### config.mk
export PLATFORM = sky130hd
export DESIGN_NAME = nand_bank_rotator
export DESIGN_NICKNAME = d
export VERILOG_FILES = /design/src/rtl/nand_buf_pkg.sv /design/src/rtl/nand_edge_sync.sv /design/src/rtl/nand_bank_rotator.sv
export SDC_FILE = /design/constraint.sdc
export NUM_CORES = 1
export LEC_CHECK = 0
export CAP_MARGIN = 5
export CORE_AREA = 5 5 42 44
export CTS_BUF_LIST = sky130_fd_sc_hd__clkbuf_8
export DETAILED_ROUTE_END_ITERATION = 10
export DIE_AREA = 0 0 47 49
export PLACE_DENSITY = 0.65
export SLEW_MARGIN = 20
export SYNTH_ARGS = -nofsm -noshare
export SYNTH_HDL_FRONTEND = slang
export SYNTH_SLANG_ARGS = --single-unit
### constraint.sdc
create_clock -name clk -period 4.1 [get_ports clk]
set_input_delay 0.615 -clock clk [delete_from_list [all_inputs] [get_ports clk]]
set_output_delay 0.615 -clock clk [all_outputs]
set_load 0.01 [all_outputs]
### src/rtl/nand_buf_pkg.sv
// Shared sizing helpers and parameter bounds for the NAND page-buffer bank logic.
package nand_buf_pkg;

  localparam int NUM_BANKS_MIN   = 2;
  localparam int NUM_BANKS_MAX   = 8;
  localparam int SYNC_STAGES_MIN = 2;
  localparam int SYNC_STAGES_MAX = 4;

  // Ceiling log2 for elaboration-time width calculations.
  function automatic int clog2(input int n);
    int r;
    r = 0;
    for (int v = n - 1; v > 0; v = v >> 1) begin
      r = r + 1;
    end
    return r;
  endfunction

  // Width of a bank index; never narrower than one bit.
  function automatic int bank_w(input int n);
    return (clog2(n) < 1) ? 1 : clog2(n);
  endfunction

  // Width of a counter that must hold 0..n inclusive.
  function automatic int cnt_w(input int n);
    return clog2(n + 1);
  endfunction

endpackage

### src/rtl/nand_edge_sync.sv
// Synchroniser plus rising-edge detector for an asynchronous level input.
// Flops reset to 1 so a level already high when reset releases is not seen
// as a fresh edge.
module nand_edge_sync
  import nand_buf_pkg::*;
#(
  parameter int STAGES = 2
) (
  input  logic clk,
  input  logic rst,
  input  logic i_async,
  output logic o_rise
);

  logic [STAGES-1:0] r_sync;

  // Shift the async level through the synchroniser chain.
  always_ff @(posedge clk or posedge rst) begin
    if (rst) begin
      r_sync <= '1;
    end else begin
      r_sync <= {r_sync[STAGES-2:0], i_async};
    end
  end

  assign o_rise = r_sync[STAGES-2] & ~r_sync[STAGES-1];

endmodule

### src/rtl/nand_bank_rotator.sv
// N-bank ring buffer rotation manager between the host page-buffer writer and
// the NAND programming engine. Tracks producer and consumer bank pointers,
// the number of full banks, a single pending rotation and sticky error flags.
module nand_bank_rotator
  import nand_buf_pkg::*;
#(
  parameter int  NUM_BANKS   = 2,
  parameter int  SYNC_STAGES = 2,
  localparam int BW          = bank_w(NUM_BANKS),
  localparam int CW          = cnt_w(NUM_BANKS)
) (
  input  logic          clk,
  input  logic          rst,
  input  logic          wr_done,
  input  logic          wr_busy,
  input  logic          rd_release,
  output logic [BW-1:0] wr_bank,
  output logic [BW-1:0] rd_bank,
  output logic          rd_valid,
  output logic          full,
  output logic [CW-1:0] fill_count,
  output logic          wr_change,
  output logic          err_overrun,
  output logic          err_underflow
);

  if (NUM_BANKS < NUM_BANKS_MIN || NUM_BANKS > NUM_BANKS_MAX) begin : g_bad_banks
    $error("NUM_BANKS out of range");
  end
  if (SYNC_STAGES < SYNC_STAGES_MIN || SYNC_STAGES > SYNC_STAGES_MAX) begin : g_bad_sync
    $error("SYNC_STAGES out of range");
  end

  localparam logic [BW-1:0] LAST_BANK = BW'(NUM_BANKS - 1);
  localparam logic [CW-1:0] FULL_CNT  = CW'(NUM_BANKS - 1);

  // Ring increment; explicit wrap so non-power-of-2 bank counts work.
  function automatic logic [BW-1:0] inc_mod(input logic [BW-1:0] p);
    return (p == LAST_BANK) ? '0 : p + BW'(1);
  endfunction

  logic [BW-1:0] r_wr_bank;
  logic [BW-1:0] r_rd_bank;
  logic [CW-1:0] r_fill;
  logic          r_pend;
  logic          r_rd_valid;
  logic          r_full;
  logic          r_wr_change;
  logic          r_err_overrun;
  logic          r_err_underflow;

  logic          w_req;
  logic          w_fill_nz;
  logic          w_rel_ok;
  logic          w_can_rot;
  logic          w_rot;
  logic [CW-1:0] w_fill_nxt;

  nand_edge_sync #(
    .STAGES (SYNC_STAGES)
  ) u_wr_done_sync (
    .clk     (clk),
    .rst     (rst),
    .i_async (wr_done),
    .o_rise  (w_req)
  );

  assign w_fill_nz = (r_fill != '0);
  assign w_rel_ok  = rd_release && w_fill_nz;
  // A same-cycle release frees a bank, so a full ring can still rotate.
  assign w_can_rot = !wr_busy && ((r_fill < FULL_CNT) || w_rel_ok);
  assign w_rot     = (w_req || r_pend) && w_can_rot;

  // Next fill count: rotation adds a full bank, release removes one.
  always_comb begin
    w_fill_nxt = r_fill;
    if (w_rot && !w_rel_ok) begin
      w_fill_nxt = r_fill + CW'(1);
    end else if (!w_rot && w_rel_ok) begin
      w_fill_nxt = r_fill - CW'(1);
    end
  end

  // Pointers, fill accounting, status flags and the wr_change pulse.
  always_ff @(posedge clk or posedge rst) begin
    if (rst) begin
      r_wr_bank   <= '0;
      r_rd_bank   <= '0;
      r_fill      <= '0;
      r_rd_valid  <= 1'b0;
      r_full      <= 1'b0;
      r_wr_change <= 1'b0;
    end else begin
      if (w_rot) begin
        r_wr_bank <= inc_mod(r_wr_bank);
      end
      if (w_rel_ok) begin
        r_rd_bank <= inc_mod(r_rd_bank);
      end
      r_fill      <= w_fill_nxt;
      r_rd_valid  <= (w_fill_nxt != '0);
      r_full      <= (w_fill_nxt == FULL_CNT);
      r_wr_change <= w_rot;
    end
  end

  // Single pending-rotation slot; a second request while it is occupied is dropped.
  always_ff @(posedge clk or posedge rst) begin
    if (rst) begin
      r_pend <= 1'b0;
    end else if (w_rot) begin
      r_pend <= 1'b0;
    end else if (w_req && !r_pend) begin
      r_pend <= 1'b1;
    end
  end

  // Sticky error flags, cleared only by reset.
  always_ff @(posedge clk or posedge rst) begin
    if (rst) begin
      r_err_overrun   <= 1'b0;
      r_err_underflow <= 1'b0;
    end else begin
      if (w_req && r_pend) begin
        r_err_overrun <= 1'b1;
      end
      if (rd_release && !w_fill_nz) begin
        r_err_underflow <= 1'b1;
      end
    end
  end

  assign wr_bank       = r_wr_bank;
  assign rd_bank       = r_rd_bank;
  assign fill_count    = r_fill;
  assign rd_valid      = r_rd_valid;
  assign full          = r_full;
  assign wr_change     = r_wr_change;
  assign err_overrun   = r_err_overrun;
  assign err_underflow = r_err_underflow;

endmodule

==> flow_summary.json <==
{
  "viasPerCell": 4.68,
  "finalCritPeriodShare": 0.443,
  "power.density_mw_per_mm2": 725,
  "route.detailed.drc": 0,
  "dpl_cell_area_sq_um": 684,
  "syn-instance-count": 43,
  "path_depth": 1,
  "ios": 14,
  "clkPwrFrac": 0.238,
  "finalHoldViolCount": 0,
  "yosys.area.top_type_share": 0.468,
  "rr_endpoint": "rd_valid",
  "crit_buf_inv": 1,
  "worst_ep_arrival_time_ns": 1.20,
  "chipHeight_um": 49,
  "rr_worst_depth": 6,
  "synth_compound_area_frac": 0.171,
  "status": "complete, no violations",
  "finish.utilization": 0.528,
  "finish.net_count": 67,
  "syn2layout_area_growth_pct": 38.4,
  "grt_start_max_net_pins": 13,
  "clock-sinks": 12,
  "grt_pass1_vias": 380,
  "ys_types": 21,
  "pwr-share-seq": 0.330,
  "cts_max_path_buffers": 2,
  "synth_largest_area_cell": "dfrtp_1",
  "wl_um": 869,
  "clk_latency_ns": 0.24,
  "syn_nets": 49,
  "fin_skew_ns": 0.00283,
  "synth_xor_area_frac": 0.0796,
  "ir_drop_mv": 0.372,
  "critical_path.startpoint_type": "flip-flop",
  "clkTransAtPathRegs_ns": 0.05,
  "vias": 356,
  "ys_seq_area_frac": 0.567,
  "crit_type": "flip-flop to output pin",
  "grt_usage": 0.0905,
  "stdcell_area_sq_um": 739,
  "p_sw_frac": 0.320,
  "cts_setup_buffers": 0,
  "yosys_warnings": 0,
  "gp_congestion": 0.783,
  "ant_nets": 0,
  "place_inst": 72,
  "post-dp-hpwl_um": 668,
  "drive_above_1_share": 0.217,
  "fmax_mhz": 550,
  "worst_slew_pin_slew_ns": 0.434,
  "postCtsHoldBufs": 0,
  "grt_pass1_wl_mm": 1.53,
  "die_area_sq_mm": 0.00230,
  "max_stage_delay_ns": 0.56,
  "drt_iter0_drc": 6,
  "portBuffers": 13,
  "synthSimpleGateAreaFrac": 0.110,
  "hold_path.startpoint": "u_wr_done_sync.r_sync[0]",
  "drt_pre_antenna_iters": 3,
  "synth_area_leaders": "dfrtp_1 47%, dfstp_2 9.8%, nand2_1 3.5%",
  "setup_violations": 0,
  "synth_top_family_by_area": "compound AO/OA/AOI/OAI gates",
  "cts-buffers-inserted": 3,
  "regToRegSetupSlack_ns": 2.46,
  "p_leak_nw": 0.324,
  "root_buffer": "clkbuf_8",
  "num_rows": 14,
  "yosys.area_share.adder": 0.0234,
  "antenna_cells": 0,
  "hold_depth": 0,
  "maxCapViolCount": 0,
  "critPathMaxFanout": 4,
  "combPwrFrac": 0.432,
  "crit_path_cell_trace": "clkdlybuf4s50_1",
  "wire_per_inst_um": 11.4,
  "synth.mux.area_fraction": 0.0211,
  "rr_startpoint": "fill_count[0]",
  "power.switching_w": 0.000172,
  "period_needed_ns": 1.82,
  "synth_seq_cells": 12,
  "slew_violations": 0,
  "rsz0062_at_grt": "false",
  "die_x_um": 47,
  "cts_tree": "built",
  "hold_end": "u_wr_done_sync.r_sync[1]",
  "critical-path-top-delay-family": "buffers and inverters",
  "htreeDepth": 1,
  "fill_cells": 134,
  "hold_path.class": "flip-flop to flip-flop",
  "postCtsResizedCells": 0,
  "layout.cells.non_filler": 76,
  "slew_headroom": 0.710,
  "fp.coreArea_sq_mm": 0.00140,
  "start_util": 0.381,
  "p_int_w": 0.000365,
  "syn_avg_cell_area_sq_um": 12.4,
  "finalSetupTns_ns": 0,
  "crit_required_ns": 3.48,
  "cpMaxStageDelayCell": "clkdlybuf4s50_1",
  "syn_area_sq_um": 534,
  "antenna_found_initial": 0,
  "globalRouteOverflowTotal": 0,
  "end_kind": "output pin"
}
==> per-stage QoR <==
stage	hold WS [ns]	setup WS (ns)	total power (W)
detailed placement	0.357	2.16	0.000413
global placement	0.356	2.18	0.000413
floorplan	0.354	2.52	0.000327
CTS	0.365	2.28	0.000542
finish	0.364	2.28	0.000536
global route	0.368	2.23	0.000581
==> sequential cells by signal, indices dropped and copies added (netlist names) <==
signal / cells
err_overrun: 1
err_underflow: 1
fill_count: 2
full: 1
r_pend: 1
rd_bank: 1
rd_valid: 1
u_wr_done_sync.r_sync: 2
wr_bank: 1
wr_change: 1
==> area by class of cell <==
cell class                      instances  area [sq um]  area share
Timing Repair Buffer                   13           130       0.176
Tap cell                               16          20.0      0.0271
Clock buffer                            4          55.1      0.0745
Multi-Input combinational cell         27           216       0.293
Sequential cell                        12           303       0.409
Inverter                                4          15.0      0.0203
==> synthesized netlist by cell type <==
cell type,n
ha_1,1
xnor2_2,1
xor2_1,1
a2bb2oi_2,1
dfstp_2,2
o32ai_1,1
a21o_1,1
mux2_2,1
inv_1,4
a21o_2,1
o21a_4,1
nor2b_4,1
o21bai_1,1
nor2_1,3
o2bb2ai_1,1
xnor2_1,2
a211o_2,1
o21ba_1,1
dfrtp_1,10
nand2_1,5
nand3_1,3
==> per-layer routing <==
metal	global-route usage	share of wire	wire (um)	vias up
met1	0.123	0.47	408	168
li1	-	-	-	177
met5	0	0	0	-
met3	0.0406	0.12	104	0
met2	0.120	0.41	356	11
met4	0.0415	0	0	0
==> layout by cell type (no fill, tap or decap) <==
cell type,n
o2bb2ai_1,1
nand3_1,3
xnor2_1,2
clkdlybuf4s50_1,13
ha_1,1
dfrtp_1,10
mux2_2,1
inv_1,4
a21o_2,1
o32ai_1,1
a2bb2oi_2,1
xor2_1,1
nand2_1,5
o21a_4,1
o21bai_1,1
a211o_2,1
xnor2_2,1
nor2b_4,1
a21o_1,1
dfstp_2,2
nor2_1,3
clkbuf_8,4
o21ba_1,1
==> how the worst max path moves through the flow <==
| stage | startpoint | endpoint | slack [ns] |
|---|---|---|---|
| floorplan | fill_count[0] | rd_valid | 2.52 |
| detailed placement | rd_release | rd_valid | 2.16 |
| CTS | fill_count[0] | fill_count[0] | 2.28 |
| global route | fill_count[0] | fill_count[0] | 2.23 |
| finish | fill_count[0] | fill_count[0] | 2.28 |
| global placement | rd_release | rd_valid | 2.18 |
==> logic make-up (layout without fill, tap and decap cells) <==
kind of cell	after synthesis	in the layout
DFF	12	12
and+or+nand+nor	12	12
AOI/OAI and AO/OA	9	9
xor gates and xnor gates	4	4
buffers and inverters	4	21
adders and majority gates	1	1
muxes	1	1
==> power by group through the flow <==
stage               Clock, W  Sequential [W]  Combinational [W]
CTS                 0.000128        0.000177           0.000236
finish              0.000128        0.000177           0.000232
global route        0.000134        0.000183           0.000263
global placement           0        0.000179           0.000233
detailed placement         0        0.000179           0.000234
floorplan                  0        0.000192           0.000135
Note: power is estimated with default switching activity, not from simulation.
